==> config.mk <==
export PLATFORM = sky130hd
export DESIGN_NAME = hc595_scan_driver
export DESIGN_NICKNAME = d
export VERILOG_FILES = /design/src/rtl/seg7_pkg.sv /design/src/rtl/bcd_to_seg7.sv /design/src/rtl/hc595_scan_driver.sv
export SDC_FILE = /design/constraint.sdc
export NUM_CORES = 1
export LEC_CHECK = 0
export BUFFER_PORTS_ARGS = -buffer_cell sky130_fd_sc_hd__buf_2
export CAP_MARGIN = 25
export CORE_ASPECT_RATIO = 1.1
export CORE_UTILIZATION = 54
export DETAILED_ROUTE_END_ITERATION = 8
export PLACE_DENSITY = 0.76
export SETUP_SLACK_MARGIN = 0.02
export SLEW_MARGIN = 15
export SYNTH_ARGS = -nofsm -noshare
export SYNTH_HDL_FRONTEND = slang
export SYNTH_SLANG_ARGS = --single-unit
==> constraint.sdc <==
create_clock -name clk -period 2.6 [get_ports clk]
set_clock_uncertainty 0.2 [all_clocks]
set_input_delay 0.65 -clock clk [delete_from_list [all_inputs] [get_ports clk]]
set_output_delay 0.65 -clock clk [all_outputs]
set_load 0.01 [all_outputs]
==> src/rtl/seg7_pkg.sv <==
// rtl/seg7_pkg.sv - shared segment codes, frame width and scan FSM state type
package seg7_pkg;

    localparam int FRAME_W = 16;

    // Common-anode, active-low, bit order {dp,g,f,e,d,c,b,a}; dp held off
    localparam logic [7:0] SEG_0     = 8'hC0;
    localparam logic [7:0] SEG_1     = 8'hF9;
    localparam logic [7:0] SEG_2     = 8'hA4;
    localparam logic [7:0] SEG_3     = 8'hB0;
    localparam logic [7:0] SEG_4     = 8'h99;
    localparam logic [7:0] SEG_5     = 8'h92;
    localparam logic [7:0] SEG_6     = 8'h82;
    localparam logic [7:0] SEG_7     = 8'hF8;
    localparam logic [7:0] SEG_8     = 8'h80;
    localparam logic [7:0] SEG_9     = 8'h90;
    localparam logic [7:0] SEG_BLANK = 8'hFF;

    typedef enum logic [1:0] {
        LOAD  = 2'd0,
        SHIFT = 2'd1,
        LATCH = 2'd2,
        HOLD  = 2'd3
    } state_t;

endpackage

==> src/rtl/bcd_to_seg7.sv <==
// rtl/bcd_to_seg7.sv - combinational BCD to active-low 7-segment code, non-BCD blanks
module bcd_to_seg7
    import seg7_pkg::*;
(
    input  logic [3:0] bcd_i,
    output logic [7:0] seg_o
);

    always_comb begin
        seg_o = SEG_BLANK;
        case (bcd_i)
            4'd0:    seg_o = SEG_0;
            4'd1:    seg_o = SEG_1;
            4'd2:    seg_o = SEG_2;
            4'd3:    seg_o = SEG_3;
            4'd4:    seg_o = SEG_4;
            4'd5:    seg_o = SEG_5;
            4'd6:    seg_o = SEG_6;
            4'd7:    seg_o = SEG_7;
            4'd8:    seg_o = SEG_8;
            4'd9:    seg_o = SEG_9;
            default: seg_o = SEG_BLANK;
        endcase
    end

endmodule

==> src/rtl/hc595_scan_driver.sv <==
// rtl/hc595_scan_driver.sv - 4-digit multiplexed display driver over a two-chip 74HC595 chain
// Optional: LEADING_ZERO_BLANK_EN blanks leading zeros of the snapshot (units digit never blanked).
module hc595_scan_driver
    import seg7_pkg::*;
#(
    parameter int CLK_DIV     = 4,
    parameter int HOLD_CYCLES = 1000
) (
    input  logic       clk,
    input  logic       rst,
    input  logic [3:0] dig_0,
    input  logic [3:0] dig_1,
    input  logic [3:0] dig_2,
    input  logic [3:0] dig_3,
    output logic       dio,
    output logic       sclk,
    output logic       rclk,
    output logic [1:0] scan_idx
);

    localparam int DIV_W  = (CLK_DIV > 1) ? $clog2(CLK_DIV) : 1;
    localparam int HOLD_W = (HOLD_CYCLES > 1) ? $clog2(HOLD_CYCLES) : 1;
    localparam int BIT_W  = $clog2(FRAME_W);

    localparam logic [DIV_W-1:0]  DIV_LAST  = DIV_W'(CLK_DIV - 1);
    localparam logic [HOLD_W-1:0] HOLD_LAST = HOLD_W'(HOLD_CYCLES - 1);
    localparam logic [BIT_W-1:0]  BIT_LAST  = BIT_W'(FRAME_W - 1);

    state_t               state_q;
    logic [3:0][3:0]      snap_q;
    logic [FRAME_W-1:0]   shreg_q;
    logic [DIV_W-1:0]     div_q;
    logic [HOLD_W-1:0]    hold_q;
    logic [BIT_W-1:0]     bit_q;
    logic                 phase_q;
    logic                 dio_q;
    logic                 sclk_q;
    logic                 rclk_q;
    logic [1:0]           scan_q;

    logic [3:0][3:0]      live_digits;
    logic [3:0][3:0]      src_digits;
    logic [3:0]           lz_blank;
    logic [7:0]           seg_raw;
    logic [7:0]           seg_sel;
    logic [FRAME_W-1:0]   frame_d;

    assign live_digits = {dig_3, dig_2, dig_1, dig_0};
    // Digit 0's LOAD is also the snapshot capture, so its frame must see the live inputs
    assign src_digits  = (scan_q == 2'd0) ? live_digits : snap_q;

`ifdef LEADING_ZERO_BLANK_EN
    always_comb begin
        lz_blank    = 4'b0000;
        lz_blank[3] = (src_digits[3] == 4'd0);
        lz_blank[2] = lz_blank[3] && (src_digits[2] == 4'd0);
        lz_blank[1] = lz_blank[2] && (src_digits[1] == 4'd0);
    end
`else
    assign lz_blank = 4'b0000;
`endif

    bcd_to_seg7 u_bcd_to_seg7 (
        .bcd_i (src_digits[scan_q]),
        .seg_o (seg_raw)
    );

    assign seg_sel = lz_blank[scan_q] ? SEG_BLANK : seg_raw;
    assign frame_d = {seg_sel, 8'h01 << scan_q};

    always_ff @(posedge clk or posedge rst) begin
        if (rst) begin
            state_q <= LOAD;
            snap_q  <= '0;
            shreg_q <= '0;
            div_q   <= '0;
            hold_q  <= '0;
            bit_q   <= '0;
            phase_q <= 1'b0;
            dio_q   <= 1'b0;
            sclk_q  <= 1'b0;
            rclk_q  <= 1'b0;
            scan_q  <= 2'd0;
        end else begin
            case (state_q)
                LOAD: begin
                    if (scan_q == 2'd0) snap_q <= live_digits;
                    shreg_q <= frame_d;
                    dio_q   <= frame_d[FRAME_W-1];
                    sclk_q  <= 1'b0;
                    rclk_q  <= 1'b0;
                    div_q   <= '0;
                    bit_q   <= '0;
                    phase_q <= 1'b0;
                    state_q <= SHIFT;
                end
                SHIFT: begin
                    if (div_q == DIV_LAST) begin
                        div_q <= '0;
                        if (!phase_q) begin
                            phase_q <= 1'b1;
                            sclk_q  <= 1'b1;
                        end else begin
                            // dio only moves on the same edge that drops sclk
                            phase_q <= 1'b0;
                            sclk_q  <= 1'b0;
                            if (bit_q == BIT_LAST) begin
                                rclk_q  <= 1'b1;
                                state_q <= LATCH;
                            end else begin
                                bit_q   <= bit_q + 1'b1;
                                shreg_q <= {shreg_q[FRAME_W-2:0], 1'b0};
                                dio_q   <= shreg_q[FRAME_W-2];
                            end
                        end
                    end else begin
                        div_q <= div_q + 1'b1;
                    end
                end
                LATCH: begin
                    if (div_q == DIV_LAST) begin
                        div_q   <= '0;
                        rclk_q  <= 1'b0;
                        hold_q  <= '0;
                        state_q <= HOLD;
                    end else begin
                        div_q <= div_q + 1'b1;
                    end
                end
                HOLD: begin
                    if (hold_q == HOLD_LAST) begin
                        scan_q  <= scan_q + 2'd1;
                        state_q <= LOAD;
                    end else begin
                        hold_q <= hold_q + 1'b1;
                    end
                end
                default: state_q <= LOAD;
            endcase
        end
    end

    assign dio      = dio_q;
    assign sclk     = sclk_q;
    assign rclk     = rclk_q;
    assign scan_idx = scan_q;

endmodule

# Word level (Yosys, flattened, before mapping)
# Memories as Yosys holds them, arrays and structs flattened.
# Cells that the tools add are included.
[totals]
mem_bits_ro = 112
ramBits = 0
register_bits = 54
wordCells = 83
out_inout_bits = 5
input_bits = 18
n_memories = 1
latch_bits = 0
[classes]
order_cmp = 1
muxes = 37
add_sub_neg = 4
n_mul = 0
shifts = 1
div_mod_pow = 0
bitwise = 0
n_reduce_logical = 13
n_eq_ne = 13
[memory_table]
columns = ["name", "depth", "width", "rd", "rd_ports_with_merged_regs", "wr", "line_no", "source"]
rows = [
  ["(no name shown)", 16, 7, 1, 0, 0, "bcd_to_seg7.sv:11", "case (bcd_i)"],
]
[op_table]
columns = ["op", "n"]
rows = [
  ["$mux W15", 3],
  ["$pmux W15 S2", 1],
  ["$mux W10", 2],
  ["$pmux W10 S2", 1],
  ["$mux W16", 1],
  ["$mux W4", 4],
  ["$ne A2 B2 Y1 const B", 7],
  ["$mux W2", 6],
  ["$add A10 B1 Y10 const B", 1],
  ["$eq A10 B10 Y1 const B", 1],
  ["$mux W1", 10],
  ["$reduce_and A5 Y1", 2],
  ["$bmux W4 S2", 1],
  ["$mux W8", 1],
  ["$pmux W2 S4", 1],
  ["$pmux W4 S2", 1],
  ["$shl A1 B2 Y8 const A", 1],
  ["$eq A2 B2 Y1 const B", 3],
  ["$reduce_bool A2 Y1", 3],
  ["$add A2 B1 Y2 const B", 2],
  ["$add A4 B1 Y4 const B", 1],
  ["$eq A4 B4 Y1 const B", 1],
  ["$logic_not A2 Y1", 2],
  ["$pmux W1 S2", 2],
  ["10 further kinds", 11],
]

# Logic depth before layout (Yosys ltp)
# An unclocked memory read counts as a cell.
[depth]
depth_word = 7
mapped_depth = 11
depth_no_buf = 9

# Hierarchy
# From an unflattened synthesis, not the netlist that was laid out.
[hier_totals]
hier_cells = 294
hier_area_um2 = 3032.9
[by_module_without_submodules]
columns = ["mod", "cells_each", "n_inst", "area_per_inst_um2", "seq_area_each_um2"]
rows = [
  ["hc595_scan_driver", 259, 1, 2811.4, 1351.3],
  ["bcd_to_seg7", 35, 1, 221.5, 0.0],
]

# Worst setup path before layout
# Ideal clock, no wire load.
[synth_path]
kind = "register to register"
start = "register scan_q[1], in the netlist scan_idx[1]"
end = "register shreg_q[11]"
synth_period_minus_slack_ns = 2.880
required_ns = 2.278
stages_incl_launch_ff = 12
arrival_ns = 2.558
n_path_buf = 2
slack_ns = -0.280
setup_time_ns = 0.122
cell_sequence = "dfrtp_1 > buf_2 > inv_1 > ha_1 > buf_6 > mux4_2 > mux2i_1 > inv_1 > ha_1 > a21oi_1 > o211ai_1 > a32o_1"
[synth_via]
elab_chain_len = 7
word_cells_on_any_way = 9
cone_classes = "mux (7); reduce/logical (1); memory (1)"
[synth_lines]
columns = ["item", "line_no", "source"]
rows = [
  ["start: declaration", "hc595_scan_driver.sv:39", "logic [1:0] scan_q;"],
  ["start signal: assignment", "hc595_scan_driver.sv:132", "scan_q <= scan_q + 2'd1;"],
  ["$logic_not A2 Y1", "hc595_scan_driver.sv:50", "assign src_digits = (scan_q == 2'd0) ? live_digits : snap_q;"],
  ["$mux W16", "--", ""],
  ["$bmux W4 S2", "hc595_scan_driver.sv:64", ".bcd_i (src_digits[scan_q]),"],
  ["$mux W4 (implied by the code)", "hc595_scan_driver.sv:64", ""],
  ["$mem_v2 Z16 W7", "--", ""],
  ["$mux W8 *", "hc595_scan_driver.sv:68", "assign seg_sel = lz_blank[scan_q] ? SEG_BLANK : seg_raw;"],
  ["$pmux W15 S2 *", "hc595_scan_driver.sv:85", "case (state_q)"],
  ["end signal: assignment", "hc595_scan_driver.sv:88", "shreg_q <= frame_d;"],
  ["end signal: assignment", "hc595_scan_driver.sv:112", "shreg_q <= {shreg_q[FRAME_W-2:0], 1'b0};"],
  ["end: declaration", "hc595_scan_driver.sv:31", "logic [FRAME_W-1:0] shreg_q;"],
]
# Every way passes the cells marked *; elsewhere a longest branch is shown, timed or not. The select of a mux whose other input is x is not followed.
# A chain may end at the register's enable or synchronous reset.

# Worst setup path after layout
# Same ends and word-level chain as after synthesis.

==> reports/results.txt <==
Cell Int Power -> 1.09 mW
area of the multi-input gates -> 1640 µm²
Fillers -> 437
wl on met1 -> 2.72 mm
total core area -> 5400 µm²
Reg power frac -> 0.607
top sig layer -> met4
GP Congestion -> 0.778
share of post-route cells with drive strength above 1 -> 0.278
Worst slew margin -> 0.711
Critical Path AT -> 2.59 ns
CP endpoint kind -> flop
VDD IR max -> 0.314 mV
Avg Inst Size Synth -> 10.6 µm²
IO buf count -> 22
Detail Route Antenna Nets -> 0
Final HPWL DP -> 3.89 mm
status -> complete, no violations
H-Tree Depth -> 2
Worst Tran Pin Value -> 0.433 ns
FF+latch area -> 1350 µm²
max-cap violations -> 0
EDFF count, synth -> 0
Placed Instances -> 381
clk_lat worst skew -> 0.30 ns
unrepaired setup endpoints after global routing -> yes
fin nets -> 362
endpoints failing setup -> 0
crit share post-route -> 0.999
DP Area -> 3300 µm²
asr flop ratio synth -> 1.00
Gate Count Post-Synth -> 285
# DRC -> 0
fin util -> 0.654
1st-pass router iterations -> 4
Final Slew Violations -> 0
Pleak -> 1.69 nW
Synth Flop Type -> dfrtp_1
crit path launch type -> flop
CP max FO -> 6
#FFs+latches synth -> 54
post-route cell area -> 3530 µm²
Clock power frac -> 0.312
total gr overflow -> 0
drt wl/cell -> 14.8 µm
Comb pwr share -> 0.081
ANT cells -> 0
Worst-path clk slew -> 0.09 ns
switching power -> 0.330 mW
DRT Wirelength -> 5.95 mm
initial antenna violation count -> 0
crit-path max cell delay -> 0.54 ns
Root Driver -> clkbuf_8
Die Area -> 5900 µm²
clock sink count -> 54
Warnings, synthesis -> 0
met3 routed WL -> 138 µm
Sw Share -> 0.232
largest net degree at the start of global routing -> 55
Ports -> 23
Vias per Instance -> 5.56
syn nets -> 320
Setup CP Type -> reg -> reg
Mapped Area -> 3020 µm²
slowest CP cell -> mux4_2
Initial DRC Count -> 148
CTS tree -> done
clock buffer depth -> 2
Fin. Hold Viols -> 0
Die W -> 73.3 µm
initial core utilization -> 0.560
Tmin final -> 2.60 ns
Final Non-Filler Cells -> 402
Max Fclk -> 385 MHz
Seq/Total Area, Yosys -> 0.447
vias in the first global route -> 2069
GRT Util Overall -> 0.215
WL met2 -> 3.03 mm
die height -> 80.4 µm
row count -> 28
crit path cell chain -> inv_4 > ha_4 > buf_6 > mux4_2 > mux2_4 > nor3b_4 > a21oi_2 > a32o_1
first-pass GRT wire length -> 9.68 mm
Netlist cell types -> 47
Req. time, crit path -> 2.59 ns
worst hold path class -> in -> async
DR vias -> 2234
Layout area overhead -> 16.9%
total CTS buffers -> 5
pwr dens -> 403 nW/µm²
==> cell families (layout without fill, tap and decap cells) <==
| family | count (synthesis) | after routing | synth area share |
|---|---|---|---|
| DFF | 54 | 54 | 0.447 |
| and+or+nand+nor | 87 | 87 | 0.135 |
| buffers and inverters | 23 | 64 | 0.0319 |
| muxes | 39 | 40 | 0.173 |
| AOI/OAI and AO/OA | 54 | 54 | 0.110 |
| adders and majority gates | 17 | 17 | 0.0704 |
| xor gates and xnor gates | 11 | 11 | 0.0319 |
==> per-stage QoR <==
step / power [mW] / setup slack (ns) / hold WS (ns) / TNS (ns)
2_1_floorplan: 0.944 / -0.0494 / 0.250 / -0.0845
3_3_place_gp: 0.977 / 0.0510 / 0.259 / 0
3_5_place_dp: 0.982 / -0.0122 / 0.271 / -0.0122
4_1_cts: 1.42 / 0.00314 / 0.194 / 0
5_1_grt: 1.48 / -0.0751 / 0.200 / -0.260
6_report: 1.42 / 0.00249 / 0.176 / 0
==> placed cells by master (no fill, tap or decap), types with 6 or more instances in the layout <==
| cell type | instances |
|---|---|
| nand2_1 | 33 |
| mux4_2 | 8 |
| buf_4 | 21 |
| nor2_1 | 23 |
| xnor2_1 | 6 |
| mux2_2 | 10 |
| buf_2 | 22 |
| dfrtp_1 | 54 |
| nand3_1 | 7 |
| inv_1 | 6 |
| a21oi_1 | 16 |
| mux2i_1 | 15 |
| o21ai_0 | 13 |
| ha_1 | 14 |
==> final timing paths <==
check                                   startpoint                 endpoint  slack, ns  depth (start not counted)
hold / removal                                 rst   shreg_q[0]$_DFFE_PP0P_       0.18                          3
setup / recovery           scan_idx[1]$_DFFE_PP0P_  shreg_q[11]$_DFFE_PP0P_      0.002                          8
max in group asynchronous                      rst    hold_q[4]$_DFFE_PP0P_       1.78                          3
min in group clk                  rclk$_DFFE_PP0P_         rclk$_DFFE_PP0P_       0.29                          2
setup reg to reg           scan_idx[1]$_DFFE_PP0P_  shreg_q[11]$_DFFE_PP0P_      0.002                          8
hold reg to reg                   rclk$_DFFE_PP0P_         rclk$_DFFE_PP0P_       0.29                          2
==> what timing repair did <==
action	CTS	global route
setup endpoints to repair	2	5
hold buffers	0	0
setup buffers	4	9
pin swaps	1	5
gates resized for setup	1	5
gates cloned	0	1
==> area by class of cell <==
cell class | instances | area share
Tap cell | 75 | 0.0266
Timing Repair Buffer | 46 | 0.0904
Sequential cell | 54 | 0.383
Clock buffer | 5 | 0.0195
Inverter | 11 | 0.0131
Multi-Input combinational cell | 209 | 0.465
Clock inverter | 2 | 0.00284
==> synth_stat cells, drive strengths merged (2+ instances only) <==
cell type / number / share of area
nor2: 23 / 0.029
o21ai: 19 / 0.031
mux4: 8 / 0.060
nand3: 7 / 0.012
or3: 2 / 0.0041
buf: 4 / 0.0083
or2: 2 / 0.0041
o21a: 2 / 0.0050
a21oi: 18 / 0.031
and3: 3 / 0.0062
nor2b: 3 / 0.0062
and2: 2 / 0.0041
a32o: 2 / 0.0066
o211ai: 3 / 0.0075
nand2b: 3 / 0.0062
nor3: 3 / 0.0050
ha: 17 / 0.070
xor2: 5 / 0.014
nand4: 2 / 0.0041
clkbuf: 8 / 0.0099
mux2i: 17 / 0.058
inv: 11 / 0.014
mux2: 14 / 0.056
nand2: 33 / 0.041
a31oi: 2 / 0.0041
xnor2: 6 / 0.017
dfrtp: 54 / 0.45
==> worst max-delay path: cells and delay by family, from the launching register on <==
family                   cells  cell delay, ns
flip-flops                   1            0.43
AND/OR/NAND/NOR              1            0.23
AO/OA/AOI/OAI                2            0.33
buffers and inverters        2            0.23
multiplexers                 2            0.87
adder cells (fa/ha/maj)      1            0.20
==> metal layers <==
layer / up-vias / GRT usage
met1: 1109 / 0.288
met3: 7 / 0.0314
met2: 36 / 0.355
met5: - / 0
li1: 1082 / -
met4: 0 / 0.0750
==> power by group through the flow <==
stage / logic, mW / registers [mW] / clock network (mW)
2_1_floorplan: 0.0657 / 0.878 / 0
3_3_place_gp: 0.0982 / 0.879 / 0
3_5_place_dp: 0.102 / 0.880 / 0
4_1_cts: 0.103 / 0.864 / 0.456
5_1_grt: 0.126 / 0.866 / 0.492
6_report: 0.115 / 0.864 / 0.444
==> registers in the layout (all words and copies together), names as in the netlist <==
| name | flops |
|---|---|
| div_q | 2 |
| hold_q | 10 |
| snap_q | 16 |
| state_q | 2 |
| sclk | 1 |
| bit_q | 4 |
| scan_idx | 2 |
| shreg_q | 15 |
| rclk | 1 |
| dio | 1 |
(Power assumes the default switching activity.)
